**src/rtl/crop_capture_ctrl.sv**
```systemverilog
`default_nettype none
// ============================================================================
// Module   : crop_capture_ctrl
// Purpose  : One-shot capture sequencer for the 28x28 crop/downsample path.
//            Optional timeout guard: define CROP_TIMEOUT_EN.
// Revision : 1.0
// ============================================================================
module crop_capture_ctrl #(
    parameter int N_SAMPLES   = 784,
    parameter int CNT_W       = 10,
    parameter int TIMEOUT_CYC = 2000000,
    parameter int TMO_W       = 21
) (
    input  logic             iCLK,
    input  logic             iRST,
    input  logic             iStart,
    input  logic             iFrameStart,
    input  logic             iDVAL,
    input  logic             iSampleStrobe,
    input  logic             iAck,
    output logic             oCapDVAL,
    output logic             oBufRst,
    output logic             oImgValid,
    output logic             oBusy,
    output logic [CNT_W-1:0] oSampleCnt,
    output logic [7:0]       oFrameCnt,
    output logic             oErr
);

    typedef enum logic [2:0] {
        ST_IDLE    = 3'd0,
        ST_ARM     = 3'd1,
        ST_CLEAR   = 3'd2,
        ST_CAPTURE = 3'd3,
        ST_HANDOFF = 3'd4
    } state_t;

    localparam logic [CNT_W-1:0] C_CNT_MAX  = CNT_W'(N_SAMPLES);
    localparam logic [CNT_W-1:0] C_CNT_LAST = CNT_W'(N_SAMPLES - 1);

    generate
        if (CNT_W < $clog2(N_SAMPLES + 1) || TMO_W < $clog2(TIMEOUT_CYC)) begin : g_param_check
            $error("crop_capture_ctrl: counter width too small for its limit");
        end
    endgenerate

    state_t           state_q, state_d;
    logic [CNT_W-1:0] sample_cnt_q, sample_cnt_d;
    logic [7:0]       frame_cnt_q, frame_cnt_d;
    logic             buf_rst_q, buf_rst_d;
    logic             img_valid_q, img_valid_d;
    logic             busy_q, busy_d;
    logic             err_q, err_d;
    logic             timeout_hit;

`ifdef CROP_TIMEOUT_EN
    localparam logic [TMO_W-1:0] C_TMO_LAST = TMO_W'(TIMEOUT_CYC - 1);

    logic [TMO_W-1:0] tmo_cnt_q, tmo_cnt_d;
    logic             tmo_active;

    assign tmo_active  = (state_q == ST_ARM) || (state_q == ST_CLEAR) || (state_q == ST_CAPTURE);
    assign timeout_hit = tmo_active && (tmo_cnt_q == C_TMO_LAST);

    // Held at zero while idle so every ARM entry starts from a clean count.
    always_comb begin
        tmo_cnt_d = tmo_cnt_q;
        if (state_q == ST_IDLE) begin
            tmo_cnt_d = '0;
        end else if (tmo_active) begin
            tmo_cnt_d = tmo_cnt_q + 1'b1;
        end
    end

    always_ff @(posedge iCLK or posedge iRST) begin
        if (iRST) begin
            tmo_cnt_q <= '0;
        end else begin
            tmo_cnt_q <= tmo_cnt_d;
        end
    end
`else
    assign timeout_hit = 1'b0;
`endif

    always_comb begin
        state_d      = state_q;
        sample_cnt_d = sample_cnt_q;
        frame_cnt_d  = frame_cnt_q;
        buf_rst_d    = 1'b0;
        img_valid_d  = img_valid_q;
        err_d        = err_q;

        case (state_q)
            ST_IDLE: begin
                if (iStart) begin
                    state_d     = ST_ARM;
                    err_d       = 1'b0;
                    frame_cnt_d = '0;
                end
            end
            ST_ARM: begin
                if (timeout_hit) begin
                    state_d = ST_IDLE;
                    err_d   = 1'b1;
                end else if (iFrameStart) begin
                    state_d      = ST_CLEAR;
                    frame_cnt_d  = frame_cnt_q + 1'b1;
                    buf_rst_d    = 1'b1;
                    sample_cnt_d = '0;
                end
            end
            ST_CLEAR: begin
                if (timeout_hit) begin
                    state_d = ST_IDLE;
                    err_d   = 1'b1;
                end else begin
                    state_d = ST_CAPTURE;
                end
            end
            ST_CAPTURE: begin
                // A completing strobe beats the timeout; a frame start beats the strobe.
                if (iSampleStrobe && !iFrameStart && (sample_cnt_q == C_CNT_LAST)) begin
                    state_d      = ST_HANDOFF;
                    sample_cnt_d = C_CNT_MAX;
                    img_valid_d  = 1'b1;
                end else if (timeout_hit) begin
                    state_d = ST_IDLE;
                    err_d   = 1'b1;
                end else if (iFrameStart) begin
                    state_d      = ST_CLEAR;
                    err_d        = 1'b1;
                    buf_rst_d    = 1'b1;
                    sample_cnt_d = '0;
                end else if (iSampleStrobe && (sample_cnt_q != C_CNT_MAX)) begin
                    sample_cnt_d = sample_cnt_q + 1'b1;
                end
            end
            ST_HANDOFF: begin
                if (iAck) begin
                    state_d     = ST_IDLE;
                    img_valid_d = 1'b0;
                end
            end
            default: begin
                state_d     = ST_IDLE;
                img_valid_d = 1'b0;
            end
        endcase

        busy_d = (state_d != ST_IDLE);
    end

    always_ff @(posedge iCLK or posedge iRST) begin
        if (iRST) begin
            state_q      <= ST_IDLE;
            sample_cnt_q <= '0;
            frame_cnt_q  <= '0;
            buf_rst_q    <= 1'b0;
            img_valid_q  <= 1'b0;
            busy_q       <= 1'b0;
            err_q        <= 1'b0;
        end else begin
            state_q      <= state_d;
            sample_cnt_q <= sample_cnt_d;
            frame_cnt_q  <= frame_cnt_d;
            buf_rst_q    <= buf_rst_d;
            img_valid_q  <= img_valid_d;
            busy_q       <= busy_d;
            err_q        <= err_d;
        end
    end

    assign oCapDVAL   = iDVAL && (state_q == ST_CAPTURE);
    assign oBufRst    = buf_rst_q;
    assign oImgValid  = img_valid_q;
    assign oBusy      = busy_q;
    assign oSampleCnt = sample_cnt_q;
    assign oFrameCnt  = frame_cnt_q;
    assign oErr       = err_q;

endmodule
`default_nettype wire

```
**config.mk**
```make
export PLATFORM = sky130hd
export DESIGN_NAME = crop_capture_ctrl
export DESIGN_NICKNAME = d
export VERILOG_FILES = /design/src/rtl/crop_capture_ctrl.sv
export SDC_FILE = /design/constraint.sdc
export NUM_CORES = 1
export LEC_CHECK = 0
export ABC_AREA = 1
export BUFFER_PORTS_ARGS = -buffer_cell sky130_fd_sc_hd__buf_4
export CAP_MARGIN = 20
export CORE_MARGIN = 4
export CORE_UTILIZATION = 50
export CTS_BUF_LIST = sky130_fd_sc_hd__clkbuf_4 sky130_fd_sc_hd__clkbuf_8
export CTS_CLUSTER_DIAMETER = 150
export CTS_CLUSTER_SIZE = 30
export DETAILED_ROUTE_END_ITERATION = 6
export PLACE_DENSITY = 0.69
export SLEW_MARGIN = 20
export SYNTH_ARGS = -nofsm -noshare
export SYNTH_HDL_FRONTEND = slang
export SYNTH_SLANG_ARGS = --single-unit
```
**constraint.sdc**
```tcl
create_clock -name iCLK -period 2.1 [get_ports iCLK]
set_input_delay 0.315 -clock iCLK [delete_from_list [all_inputs] [get_ports iCLK]]
set_output_delay 0.315 -clock iCLK [all_outputs]
set_load 0.02 [all_outputs]
```
==> results.yml, run 1 <==
floorplan:
  fp.dieArea_um2: 4100
  rows: 20
  die_h_um: 64.0
  design.core.area_um2: 3030
  die_w_um: 64.0
  start_util_pct: 51.8
  ioPinCount: 30
route:
  drtIter0Drc: 74
  wl_mm: 3.42
  first_pass_iters: 4
  antenna_left: 0
  via_count: 1469
  via_per_inst: 4.82
  drc: 0
  wl_per_cell_um: 11.2
place:
  hpwl_mm: 2.66
  placed_cell_area_um2: 1840
  port_buffers: 29
  globalplace.congestion: 0.832
  dp_cells: 301
clock_tree:
  cts_buffers: 3
  clk_path_buf_depth: 2
  cts-root-buf: "clkbuf_4"
  cts_resized: 0
  clock-sinks: 25
  cts_tree: "done"
  cts_setup_buffers: 0
  htree_levels: 1
  cts.clk_slew.worst_paths_ns: 0.14
  cts_hold_buf: 0
  worst_skew_pair.late_latency_ns: 0.32
global_routing:
  top_usage_layer: "met2"
  grt_use_met2_pct: 28.0
  grt_antenna_before_repair: 0
  gr-total-overflow: 0
  grt_max_degree: 26
  use_met1_pct: 27.3
  grt_pass1_wl_mm: 6.09
  track_usage_pct: 18.3
  grt_use_met3_pct: 3.69
  grt_pass1_vias: 1322
layout:
  nets: 272
  stdcell_count: 305
  final_util_pct: 61.7
  fillers: 297
  layout-drive-gt1-share_pct: 19.2
  antenna_cells: 0
  area_growth_pct: 19.2
  fin_area_um2: 1870
timing:
  worst_pin_slew_ns: 0.324
  min_period_over_period_pct: 79.5
  setup_viol: 0
  max_freq_ghz: 0.599
  rsz0062_at_grt: "false"
  finalMaxSlewViolations: 0
  relSlewSlack_pct: 78.4
  fin_crit_ns: 1.67
  setup_tns_ns: 0
  finalHoldViolCount: 0
  finClkSkew_ns: 0.00576
synthesis:
  synthMuxAreaShare_pct: 0
  synthAdderAreaFrac_pct: 2.39
  synth_compound_area_share_pct: 2.63
  syn_nets: 239
  synthSimpleGateAreaFrac_pct: 46.9
  yosys_warnings: 0
  yosys_register_bits: 25
  syn_area_um2: 1570
  synthCells: 229
  ys_seq_area_share_pct: 39.9
  yosys.area_share.xor_xnor_pct: 0.559
  synth_top_family_by_area: "simple AND/OR/NAND/NOR gates"
  ys_types: 25
  avgSynthCellArea_um2: 6.85
worst_hold_path:
  hp-class: "primary input to asynchronous set/reset pin"
worst_setup_path:
  crit_start: "state_q[1]"
  reg2reg_from: "oSampleCnt[0]"
  path_class: "register to output port"
  worstPathMaxFanout: 8
  arrival_ns: 1.36
  worstPathRequired_ns: 1.78
  crit_path_end_kind: "output port"
  cp-start-kind: "register"
status:
  status: "complete, no violations"
power_and_ir_drop:
  ir_drop_mv: 0.654
  cellPowerDensity_nw_per_um2: 918
  p_seq_share_pct: 40.4
  leakagePower_uw: 0.00103
  p_int_uw: 939
  power.net_switching_uw: 775
  p_sw_share_pct: 45.2
  combPwrFrac_pct: 47.0
  clkPwrFrac_pct: 12.7
flow_run:
  drv_cap: 0
## Yosys cell counts
cell type,instances,area (um^2)
o21ai_1,1,5.00
inv_2,4,15.0
nor2_8,1,20.0
nor3_1,1,5.00
nand4_1,3,18.8
nor2_1,32,120
nor2_4,1,11.3
nand2_2,3,18.8
xnor2_1,1,8.76
o22ai_1,1,6.26
nand3_2,1,10.0
ha_1,3,37.5
o21ai_0,5,25.0
nand3_4,1,17.5
a21oi_1,1,5.00
nand3b_1,3,22.5
nand2_4,1,11.3
dfrtp_1,25,626
nor4_1,1,6.26
nand4_2,1,12.5
nor2_2,3,18.8
buf_2,2,10.0
nand3_1,27,135
nand2_1,82,308
inv_1,25,93.8
## worst max-delay path, cell delays in order, from the launching register on
cell and delay (ns):
dfrtp_1 0.43, nand2_2 0.09, nor2_4 0.13, inv_2 0.12, nor2_1 0.11, buf_4 0.15
## registers in the layout, indices dropped and copies added (netlist names)
signal,cells
oBusy,1
oImgValid,1
state_q,3
oBufRst,1
oFrameCnt,8
oErr,1
oSampleCnt,10
## kinds of logic after synthesis
kind of cell               after synthesis
and+or+nand+nor                        161
buffers and inverters                   31
DFF                                     25
AOI/OAI and AO/OA                        8
adders and majority gates                3
xor gates and xnor gates                 1
## power by group through the flow
stage	logic [uW]	clock network, uW	registers (uW)
6_report	805	218	692
5_1_grt	900	249	720
4_1_cts	811	233	694
3_5_place_dp	808	0	705
3_3_place_gp	808	0	699
2_1_floorplan	461	0	783
## per-layer routing
layer | vias to the layer above | routed length, um
met3 | 2 | 102
li1 | 785 | -
met1 | 663 | 1770
met5 | - | 0
met4 | 0 | 13
met2 | 19 | 1540
## through the flow
step	hold WS (ns)	power, uW	worst slack, ns
floorplan	0.342	1240	0.532
global placement	0.393	1510	0.526
detailed placement	0.394	1510	0.459
CTS	0.0218	1740	0.396
global route	0.0410	1870	0.278
finish	0.0342	1710	0.430
## path summary, 6_finish.rpt
kind	end	slack, ns	cells past startpoint
setup reg to reg	oSampleCnt[0]	0.44	8
hold reg to reg	oImgValid	0.50	2
max in group asynchronous	oSampleCnt[4]	1.83	3
hold / removal	oSampleCnt[1]	0.03	3
min in group iCLK	state_q[2]	0.27	4
setup / recovery	oCapDVAL	0.43	5
## layout by cell type, fill, tap and decap left out
| cell type | instances |
|---|---|
| o21ai_1 | 1 |
| nand3_4 | 1 |
| clkinvlp_4 | 1 |
| a21oi_1 | 1 |
| nor4_1 | 1 |
| nor3_1 | 1 |
| nand3_1 | 27 |
| nand2_1 | 82 |
| nand4_1 | 3 |
| dfrtp_1 | 25 |
| inv_2 | 4 |
| nand2_2 | 3 |
| ha_1 | 3 |
| nor2_8 | 1 |
| clkbuf_4 | 3 |
| nand2_4 | 1 |
| nand3b_1 | 3 |
| buf_4 | 30 |
| nor2_4 | 1 |
| nor2_2 | 3 |
| xnor2_1 | 1 |
| o21ai_0 | 5 |
| nand3_2 | 1 |
| o22ai_1 | 1 |
| nor2_1 | 32 |
| nand4_2 | 1 |
| inv_1 | 25 |
## layout make-up
type,count,area [um^2],share of cell area [%]
multi-input cells,173,823,44.1
clock inverters,1,7.51,0.402
clock buffers,3,22.5,1.21
inverters,29,109,5.83
well taps,44,55.1,2.95
repair buffers,30,225,12.1
flip-flops and latches,25,626,33.5
(Power assumes the default switching activity.)
==> run 2: changes to the inputs <==
Clock period 2.1 ns to 1.7 ns, I/O delays scaled along.
==> results.yml, run 2 (synthesized netlist as in run 1, its figures left out) <==
power_and_ir_drop:
  power.net_switching_uw: 971
  combPwrFrac_pct: 48.8
  p_int_uw: 1190
  cellPowerDensity_nw_per_um2: 1120
  clkPwrFrac_pct: 11.7
  leakagePower_uw: 0.00106
  p_sw_share_pct: 44.9
  p_seq_share_pct: 39.5
  ir_drop_mv: 0.819
worst_hold_path:
  hold_depth: 4
  min_from: "iAck"
  holdPathEnd: "state_q[2]"
  hp-class: "primary input to register"
timing:
  relSlewSlack_pct: 79.0
  max_freq_ghz: 0.629
  worst_pin_slew_ns: 0.314
  setup_slack_ns: 0.110
  fin_crit_ns: 1.59
  finClkSkew_ns: 0.00108
  min_period_over_period_pct: 93.5
  setup_viol: 0
  setup_tns_ns: 0
  finalHoldViolCount: 0
  finalMaxSlewViolations: 0
status:
  status: "complete, no violations"
worst_setup_path:
  arrival_ns: 1.80
  reg2reg_depth: 8
  crit_path_end_kind: "register"
  worstPathRequired_ns: 1.91
  timing.rr.end: "oSampleCnt[2]"
  path_class: "register to register"
  reg2reg_setup_slack_ns: 0.11
  reg2reg_from: "oSampleCnt[1]"
  cp-start-kind: "register"
  worstPathMaxFanout: 10
clock_tree:
  cts-root-buf: "clkbuf_4"
  cts_tree: "done"
  worst_skew_pair.late_latency_ns: 0.30
  htree_levels: 1
  clk_path_buf_depth: 2
  clock-sinks: 25
  cts.clk_slew.worst_paths_ns: 0.13
  cts_buffers: 3
route:
  drc: 0
  wl_mm: 3.63
  first_pass_iters: 4
  wl_per_cell_um: 11.7
  antenna_left: 0
  via_count: 1502
  drtIter0Drc: 99
  via_per_inst: 4.85
place:
  globalplace.congestion: 0.837
  hpwl_mm: 2.75
  dp_cells: 302
  dp_slack_ns: 0.0833
  placed_cell_area_um2: 1850
  port_buffers: 29
global_routing:
  grt_max_degree: 26
  grt_pass1_vias: 1393
  gr-total-overflow: 0
  grt_pass1_wl_mm: 6.13
  track_usage_pct: 18.6
  grt_antenna_before_repair: 0
layout:
  nets: 277
  area_growth_pct: 23.0
  largest_reg_flops: 10
  multiInputGateArea_um2: 850
  final_common_cell: "nand2_1"
  fin_area_um2: 1930
  seq_area_um2: 627
  layout-drive-gt1-share_pct: 21.1
  final_cell_mix: "81 x nand2_1, 33 x buf_4, 32 x nor2_1"
  fillers: 285
  antenna_cells: 0
  stdcell_count: 310
floorplan:
  start_util_pct: 51.8
  design.core.area_um2: 3030
  rows: 20
  die_h_um: 64.0
  fp.dieArea_um2: 4100
  die_w_um: 64.0
  ioPinCount: 30
flow_run:
  drv_cap: 0
[run 2: critical path, stage by stage, from the launching register on]
cell	delay (ns)
dfrtp_1	0.44
ha_1	0.22
nand2_1	0.14
nor2_4	0.15
nand4_4	0.13
nand3_4	0.16
nand2_4	0.11
nand2_1	0.08
nand2_1	0.05
[run 2: how the worst max path moves through the flow]
stage	end	startpoint	cells after the start
5_1_grt	oSampleCnt[8]	oSampleCnt[1]	8
3_3_place_gp	oSampleCnt[6]	oSampleCnt[0]	8
2_1_floorplan	oSampleCnt[0]	oSampleCnt[0]	8
3_5_place_dp	oSampleCnt[2]	oSampleCnt[0]	8
4_1_cts	oSampleCnt[2]	oSampleCnt[0]	8
6_report	oSampleCnt[2]	oSampleCnt[1]	8
[run 2: power groups by stage]
stage / Sequential, uW / Clock (uW) / Combinational [uW]
5_1_grt: 877 / 297 / 1160
3_3_place_gp: 861 / 0 / 1000
2_1_floorplan: 967 / 0 / 569
3_5_place_dp: 869 / 0 / 1000
4_1_cts: 855 / 269 / 1010
6_report: 854 / 254 / 1060
[run 2: metal layers]
| metal | part of all wire [%] | vias to the layer above | global-route usage, % |
|---|---|---|---|
| li1 | - | 797 | - |
| met1 | 49 | 669 | 26.1 |
| met2 | 46 | 34 | 29.7 |
| met3 | 4.8 | 2 | 3.87 |
| met4 | 0.47 | 0 | 3.23 |
| met5 | 0 | - | 0 |
[run 2: final cells by class]
cell class,instances,area share [%]
Clock buffer,3,1.17
Clock inverter,1,0.260
Inverter,29,5.78
Multi-Input combinational cell,174,44.1
Sequential cell,25,32.5
Tap cell,44,2.86
Timing Repair Buffer,34,13.4
[run 2: through the flow]
step	util, %	hold slack, ns	power, uW
floorplan	-	0.282	1540
global placement	61.0	0.334	1860
detailed placement	61.0	0.338	1870
CTS	62.2	0.222	2130
global route	63.7	0.237	2340
finish	63.7	0.239	2160
[run 2: what timing repair did]
item,4_1_cts,5_1_grt
gates resized for setup,0,5
endpoints found under the hold margin,25,0
endpoints found under the setup margin,0,12
setup buffers,0,2
hold buffers,1,0
==> run 3: changes to the inputs <==
Settings changed: CORE_MARGIN 4 to 2, RECOVER_POWER set to 50.
==> results.yml, run 3 (synthesized netlist as in run 1, its figures left out) <==
floorplan:
  start_util_pct: 51.8
  rows: 20
  design.core.area_um2: 3030
  fp.dieArea_um2: 3600
  die_w_um: 60.0
  die_h_um: 60.0
  ioPinCount: 30
timing:
  min_period_over_period_pct: 93.2
  finalMaxSlewViolations: 0
  worst_pin_slew_ns: 0.634
  finClkSkew_ns: 0.00292
  max_freq_ghz: 0.631
  rsz0062_at_grt: "true"
  relSlewSlack_pct: 57.7
  finalHoldViolCount: 0
  setup_viol: 0
  fin_crit_ns: 1.58
layout:
  layout-drive-gt1-share_pct: 18.4
  final_util_pct: 62.6
  antenna_cells: 0
  final_cell_mix: "82 x nand2_1, 32 x nor2_1, 27 x nand3_1"
  fin_area_um2: 1900
  largest_reg_flops: 10
  area_growth_pct: 21.0
  nets: 277
  final_common_cell: "nand2_1"
global_routing:
  gr-total-overflow: 0
  grt_pass1_vias: 1338
  grt_max_degree: 26
  grt_pass1_wl_mm: 6.20
  grt_antenna_before_repair: 0
  track_usage_pct: 22.5
worst_setup_path:
  cp-start-kind: "register"
  worstPathRequired_ns: 1.44
  worstPathMaxFanout: 8
  path_class: "register to output port"
  arrival_ns: 1.33
  crit_path_end_kind: "output port"
power_and_ir_drop:
  cellPowerDensity_nw_per_um2: 1130
  leakagePower_uw: 0.00103
  ir_drop_mv: 0.930
worst_hold_path:
  hp-class: "primary input to register"
route:
  via_per_inst: 4.78
  wl_mm: 3.60
  antenna_left: 0
  via_count: 1481
  drc: 0
  first_pass_iters: 4
  drtIter0Drc: 91
  wl_per_cell_um: 11.6
status:
  status: "complete, no violations"
place:
  hpwl_mm: 2.64
  port_buffers: 29
  placed_cell_area_um2: 1850
  globalplace.congestion: 0.864
clock_tree:
  worst_skew_pair.late_latency_ns: 0.31
  clk_path_buf_depth: 2
  cts.clk_slew.worst_paths_ns: 0.13
  cts-root-buf: "clkbuf_4"
  clock-sinks: 25
  htree_levels: 1
  cts_tree: "done"
  cts_buffers: 3
flow_run:
  drv_cap: 0
==> run 3: cell types whose count changed in the layout (fill, tap and decap cells not counted), sizes merged <==
cell    before  now
buf         33   25
clkbuf       3   12
clkinv       1    0
==> run 3: power by group <==
part           leakage [uW]  internal (uW)  switching (uW)  total, uW
clock network     0.0000184            108             174        282
logic              0.000680            349             664       1010
registers          0.000330            723             127        850
==> run 3: final cells by class <==
type / count / area (um^2)
clock buffers: 4 / 30.0
flip-flops and latches: 25 / 628
fillers: 289 / 1130
repair buffers: 34 / 233
inverters: 29 / 109
well taps: 44 / 55.1
multi-input cells: 174 / 842
==> run 3: worst max-delay path, cell delays in order (launching register included) <==
cell     delay, ns
dfrtp_1       0.42
nand2_2       0.09
nor2_4        0.13
inv_2         0.13
nor2_1        0.11
buf_4         0.15
==> run 3: stage by stage <==
step,cells,total power (uW),hold WS (ns),setup slack [ns],setup TNS (ns)
after CTS,307,2150,0.234,0.0798,0
after global placement,302,1860,0.333,0.142,0
after floorplan,229,1540,0.282,0.132,0
after global routing,310,2330,0.262,-0.0463,-0.220
after detailed placement,302,1860,0.336,0.118,0
final,310,2140,0.245,0.116,0
==> run 3: final timing paths <==
check                               from             to  slack, ns  depth (start not counted)
setup / recovery              state_q[0]       oCapDVAL       0.12                          5
hold / removal                      iAck     state_q[2]       0.24                          4
setup reg to reg           oSampleCnt[0]  oSampleCnt[0]       0.13                          8
hold reg to reg                     oErr           oErr       0.49                          2
max in group asynchronous           iRST  oSampleCnt[0]       0.62                          4
min in group asynchronous           iRST  oSampleCnt[2]       0.64                          4
==> run 3: routing by layer <==
layer / GRT usage (%) / wire, um / part of all wire, %
met5: 0 / 0 / 0
met4: 3.49 / 17 / 0.47
met3: 3.90 / 132 / 3.7
met2: 34.3 / 1620 / 45
met1: 33.8 / 1830 / 51
==> run 3: what timing repair did <==
item	in CTS	in global routing
hold buffers	1	0
setup endpoints to repair	0	14
resized for setup	0	3
buffers inserted	0	2
endpoints found under the hold margin	25	0
